==> config.mk <==
export PLATFORM = sky130hd
export DESIGN_NAME = onehot_monitor
export DESIGN_NICKNAME = d
export VERILOG_FILES = /design/src/rtl/onehot_monitor.sv
export SDC_FILE = /design/constraint.sdc
export NUM_CORES = 1
export LEC_CHECK = 0
export CORE_MARGIN = 8
export CORE_UTILIZATION = 47
export CTS_CLUSTER_DIAMETER = 60
export DETAILED_ROUTE_END_ITERATION = 10
export HOLD_SLACK_MARGIN = 0.08
export PLACE_DENSITY = 0.87
export SLEW_MARGIN = 10
export SYNTH_ARGS = -nofsm -noshare
export SYNTH_HDL_FRONTEND = slang
export SYNTH_SLANG_ARGS = --single-unit
==> constraint.sdc <==
create_clock -name clk -period 2.15 [get_ports clk]
set_input_delay 0.3225 -clock clk [delete_from_list [all_inputs] [get_ports clk]]
set_output_delay 0.3225 -clock clk [all_outputs]
set_load 0.05 [all_outputs]
==> src/rtl/onehot_monitor.sv <==
// rtl/onehot_monitor.sv - registered zero/one-hot/multi-hot classifier with hot-bit index,
// saturating violation counter and sticky run-length alarm.
module onehot_monitor #(
  parameter int WIDTH      = 8,
  parameter int ERR_THRESH = 3,
  parameter int CNT_W      = 8,
  localparam int IDX_W     = (WIDTH > 1) ? $clog2(WIDTH) : 1
) (
  input  logic             clk,
  input  logic             rst,
  input  logic             in_valid,
  input  logic [WIDTH-1:0] s,
  input  logic             clr,
  output logic             out_valid,
  output logic             zero,
  output logic             valid,
  output logic             multi,
  output logic [IDX_W-1:0] index,
  output logic [CNT_W-1:0] err_cnt,
  output logic             alarm
);

  localparam int RUN_W = $clog2(ERR_THRESH + 1);

  typedef enum logic [1:0] {OK, WARN, ALARM} state_t;

  state_t           state, state_next;
  logic [RUN_W-1:0] run, run_next;
  logic [CNT_W-1:0] err_next;
  logic             s_zero, s_multi;
  logic [IDX_W-1:0] s_index;

  // Clearing the lowest set bit leaves something behind only when two or more bits are set.
  assign s_zero  = (s == '0);
  assign s_multi = |(s & (s - WIDTH'(1)));

  always_comb begin
    s_index = '0;
    for (int i = 0; i < WIDTH; i++) begin
      if (s[i]) s_index = IDX_W'(i);
    end
  end

  always_comb begin
    state_next = state;
    run_next   = run;
    err_next   = err_cnt;
    if (clr) begin
      state_next = OK;
      run_next   = '0;
      err_next   = '0;
    end else if (in_valid) begin
      if (s_zero || s_multi) begin
        if (err_cnt != '1) err_next = err_cnt + CNT_W'(1);
        if (run != RUN_W'(ERR_THRESH)) run_next = run + RUN_W'(1);
        if (state != ALARM) state_next = (run_next == RUN_W'(ERR_THRESH)) ? ALARM : WARN;
      end else begin
        run_next = '0;
        if (state == WARN) state_next = OK;
      end
    end
  end

  always_ff @(posedge clk or posedge rst) begin
    if (rst) begin
      state     <= OK;
      run       <= '0;
      err_cnt   <= '0;
      out_valid <= 1'b0;
      zero      <= 1'b0;
      valid     <= 1'b0;
      multi     <= 1'b0;
      index     <= '0;
    end else begin
      state     <= state_next;
      run       <= run_next;
      err_cnt   <= err_next;
      out_valid <= in_valid;
      // Classification holds its last value across idle cycles.
      if (in_valid) begin
        zero  <= s_zero;
        multi <= s_multi;
        valid <= !s_zero && !s_multi;
        index <= (!s_zero && !s_multi) ? s_index : '0;
      end
    end
  end

  assign alarm = (state == ALARM);

endmodule

# == Yosys cells after proc, flatten, opt, wreduce, memory -nomap -nowiden ==
# Index checks and enable logic that the tools add are counted.
# totals
elab_cells,56
mem_count,0
in_bits,12
mem_bits_rw,0
output_inout_bits,16
romBits,0
latchBits,0
ff_bits,19
# op_classes
n_mul,0
add_sub_neg,3
shifts,0
order_cmp,0
bitwise,1
reduce_logical,12
n_eq_ne,7
n_div,0
mux,25
# op_table
operator,count
8-bit 2-to-1 mux,4
2-bit 2-to-1 mux,13
3-bit 2-to-1 mux,7
8-bit by 1-bit adder with 8-bit output (second input constant),1
8-bit AND,1
8-bit zero test,1
8-bit != test (second input constant),1
8-bit OR reduction,1
8-bit by 1-bit subtractor with 8-bit output (second input constant),1
3-bit AND reduction,2
2-bit nonzero test,3
2-bit equality test (second input constant),2
2-bit != test (second input constant),2
3-bit by 2-bit != test with 1-bit output (second input constant),1
3-bit nonzero test,1
2-bit by 1-bit adder with 2-bit output (second input constant),1
2-bit by 1-bit equality test with 1-bit output (second input constant),1
1-bit zero test,2
1-bit logical AND,1
1-bit logical OR,1
1-bit 2-to-1 mux,1

# == Longest topological paths before layout ==
# logic_depth
word_depth,13
ltp_mapped,7
mapped_depth_nobuf,5

# == Worst setup path before layout ==
# OpenSTA, ideal clock, no wires.
# synth_timing
kind,input to register
startpoint,input s[3]
endpoint,register err_cnt[7]
t_arrival_ns,1.761
t_required_ns,2.072
slack_ns,0.311
setup_ns,0.078
cell_stages,6
path_buffers,1
cell_sequence,nor4_4 -> nor2_1 -> o31a_1 -> buf_6 -> or4b_1 -> a21oi_1
# synth_via
elab_chain_len,6
word_cells_on_any_way,7
classes_between,1 x add/sub; 1 x bitwise; 5 x reduce/logical
# synth_rtl
item,line_no,text
start: declaration,12,"input logic [WIDTH-1:0] s,"
8-bit by 1-bit subtractor with 8-bit output,35,assign s_multi = |(s & (s - WIDTH'(1)));
8-bit AND,35,
8-bit OR reduction,35,
1-bit logical OR *,53,if (s_zero || s_multi) begin
2-bit nonzero test (no source line) *,n/a,
3-bit AND reduction (no source line) *,n/a,
end signal: assignment,77,err_cnt <= err_next;
end: declaration,19,"output logic [CNT_W-1:0] err_cnt,"
# Every way passes the cells marked *; elsewhere a longest branch is shown, timed or not.
# A chain may end at the register's enable or synchronous reset.

# == Worst setup path in the final report ==
# layout_timing
startpoint,input s[7]
endpoint,register err_cnt[0]
# The elaborated chain is that of the path after synthesis.

==> results.toml <==
[layout]
n_fill_cell = 177
final_cell_mix = "clkdlybuf4s50_1, dfrtp_1, buf_4, nor2_1, a21oi_1"
layout_commonest_cell = "clkdlybuf4s50_1"
drive_above_1_share = 0.150
nets = 174
syn_to_final_growth_pct = 39.0
register_area_sq_um = 475
multiInputGateArea_sq_um = 551
n_antenna_cell = 0

[die]
ioPinCount = 28
core_area_sq_mm = 0.00219
dieArea_sq_mm = 0.00409
die_h_um = 63.9
die_w_um = 63.9
rows = 17
start_util = 0.493

[worst_hold_path]
hp-class = "in2async"

[synthesis]
synth-compound-area-share = 0.190
synthMuxAreaShare = 0.0406
synthXorXnorAreaFrac = 0
yosys_warnings = 0
synthArstFlopShare = 1.00
synth_top_family_by_area = "simple AND/OR/NAND/NOR gates"
synthAdderAreaFrac = 0.0116
synth.net_count = 132
synth_edf_count = 0
postSynthCellCount = 119
ys_seq_area_frac = 0.440
ys.flop_type = "dfrtp_1"
yosys.area_share.simple = 0.268
yosys-top-cells-area = "dfrtp_1, a21oi_1, nor2_1"
netlist_area_sq_mm = 0.00108
ys_ff_latch = 19
avgSynthCellArea_sq_um = 9.07
synth_cell_types = 39
yosys.area.top_type_share = 0.440
synth_top_cell_by_area = "dfrtp_1"

[cts]
cts_tree = "yes"
cts_hold_buf = 0
path_clk_slew_ps = 110
postCtsSetupRepairBufs = 0
root_buffer = "clkbuf_4"
cts.sinks = 19
clk_latency_ps = 300
post_cts_resized = 0
htreeDepth = 1
cts_buffer_depth = 2
cts_buffers = 3

[timing]
max_freq_mhz = 486
period_share = 0.957
holdWs_ps = 420
relSlewSlack = 0.534
finalMaxSlewViolations = 0
worst_pin_slew_ps = 699
finalSetupViolCount = 0
setup_ws_ps = 92.9
rsz0062_at_grt = "no"
skew_ps = 8.81
min_period_ps = 2060
finalHoldViolations = 0

[route]
antenna_violating_nets_post_route = 0
viasPerCell = 5.86
drtPass1Iterations = 4
via_count = 1101
routed_wl_um = 2790
post-route-drc-count = 0
wire_per_inst_um = 14.8
drt-initial-drc-count = 67

[setup_path]
worstPathMaxFanout = 8
crit_path_end_kind = "flip-flop"
crit_type = "in2reg"
arrival_ps = 2270
startpoint_type = "primary input"
worstPathRequired_ps = 2360

[grt]
grt_pass1_vias = 1052
grt_usage = 0.133
grt_max_degree = 20
antenna_found_initial = 0
grt_pass1_wl_um = 4520
gr-total-overflow = 0

[pwr]
leakage_nw = 0.659
power_mw = 0.700
pwr_density_cell_mw_per_mm2 = 466
vdd_drop_max_uv = 398

[run]
cap_violations = 0

[placement]
port_buffers = 27
dp_worst_setup_slack_ps = -255
routabilityCongestion = 0.854
hpwlAfterDp_um = 2160

[status]
status = "finished, final reports clean"
[kinds of logic after synthesis]
group | Yosys count
AO/OA/AOI/OAI | 33
AND/OR/NAND/NOR | 50
buffers and inverters | 12
multiplexers | 4
flip-flops | 19
adder cells (fa/ha/maj) | 1
[power breakdown]
part,internal [mW],switching (mW)
Combinational,0.0623,0.0798
Sequential,0.367,0.00815
Clock,0.0723,0.110
[sequential cells by signal, summed over array words and instances (netlist names)]
| name | flops |
|---|---|
| out_valid | 1 |
| zero | 1 |
| run | 2 |
| multi | 1 |
| err_cnt | 8 |
| valid | 1 |
| state | 2 |
| index | 3 |
[cell usage after synthesis, types with 2 or more instances]
master    count
mux2_2        3
nand4_1       3
o21ai_0       9
nor2_1       13
o31ai_1       2
and3_1        3
nand3_1       5
inv_1         7
or3_1         2
nand2_1       5
dfrtp_1      19
nor3_1        3
o22ai_1       2
nand2b_1      2
clkbuf_1      3
or4_1         2
nor2b_1       5
a21oi_1      10
[worst max-delay path, cell delays in order]
cell	delay, ps
clkdlybuf4s50_1	560
nor3_1	90
and3_1	180
o31a_1	380
buf_4	190
or3_1	360
a21oi_1	180
[worst paths after layout]
kind	startpoint	end	slack, ps	depth (start not counted)
max	s[7]	err_cnt[0]$_DFFE_PP0P_	90	7
min	rst	multi$_DFFE_PP0P_	420	2
max reg2reg	err_cnt[4]$_DFFE_PP0P_	err_cnt[7]$_DFFE_PP0P_	390	5
min reg2reg	valid$_DFFE_PP0P_	valid$_DFFE_PP0P_	520	1
max in group asynchronous	rst	err_cnt[1]$_DFFE_PP0P_	1280	2
min in group clk	valid$_DFFE_PP0P_	valid$_DFFE_PP0P_	520	1
[layout make-up]
| type | count | area share |
|---|---|---|
| clock buffers | 4 | 0.0175 |
| inverters | 7 | 0.0175 |
| multi-input cells | 88 | 0.367 |
| flip-flops and latches | 19 | 0.317 |
| well taps | 28 | 0.0233 |
| repair buffers | 42 | 0.258 |
[through the flow]
stage,utilization,instance area [sq um],TNS (ps),cells
5_1_grt,0.685,1500,0,188
2_1_floorplan,-,1080,0,119
3_5_place_dp,0.671,1470,-1980,184
3_3_place_gp,0.671,1470,-1370,184
6_report,0.685,1500,0,188
4_1_cts,0.683,1500,0,188
[routing by layer]
layer | vias up | routed length [um] | share of wire | global-route usage
li1 | 523 | - | - | -
met1 | 533 | 1090 | 0.39 | 0.142
met2 | 33 | 1480 | 0.53 | 0.240
met3 | 12 | 139 | 0.050 | 0.0192
met4 | 0 | 81 | 0.029 | 0.0836
met5 | - | 0 | 0 | 0
(Power assumes the default switching activity.)
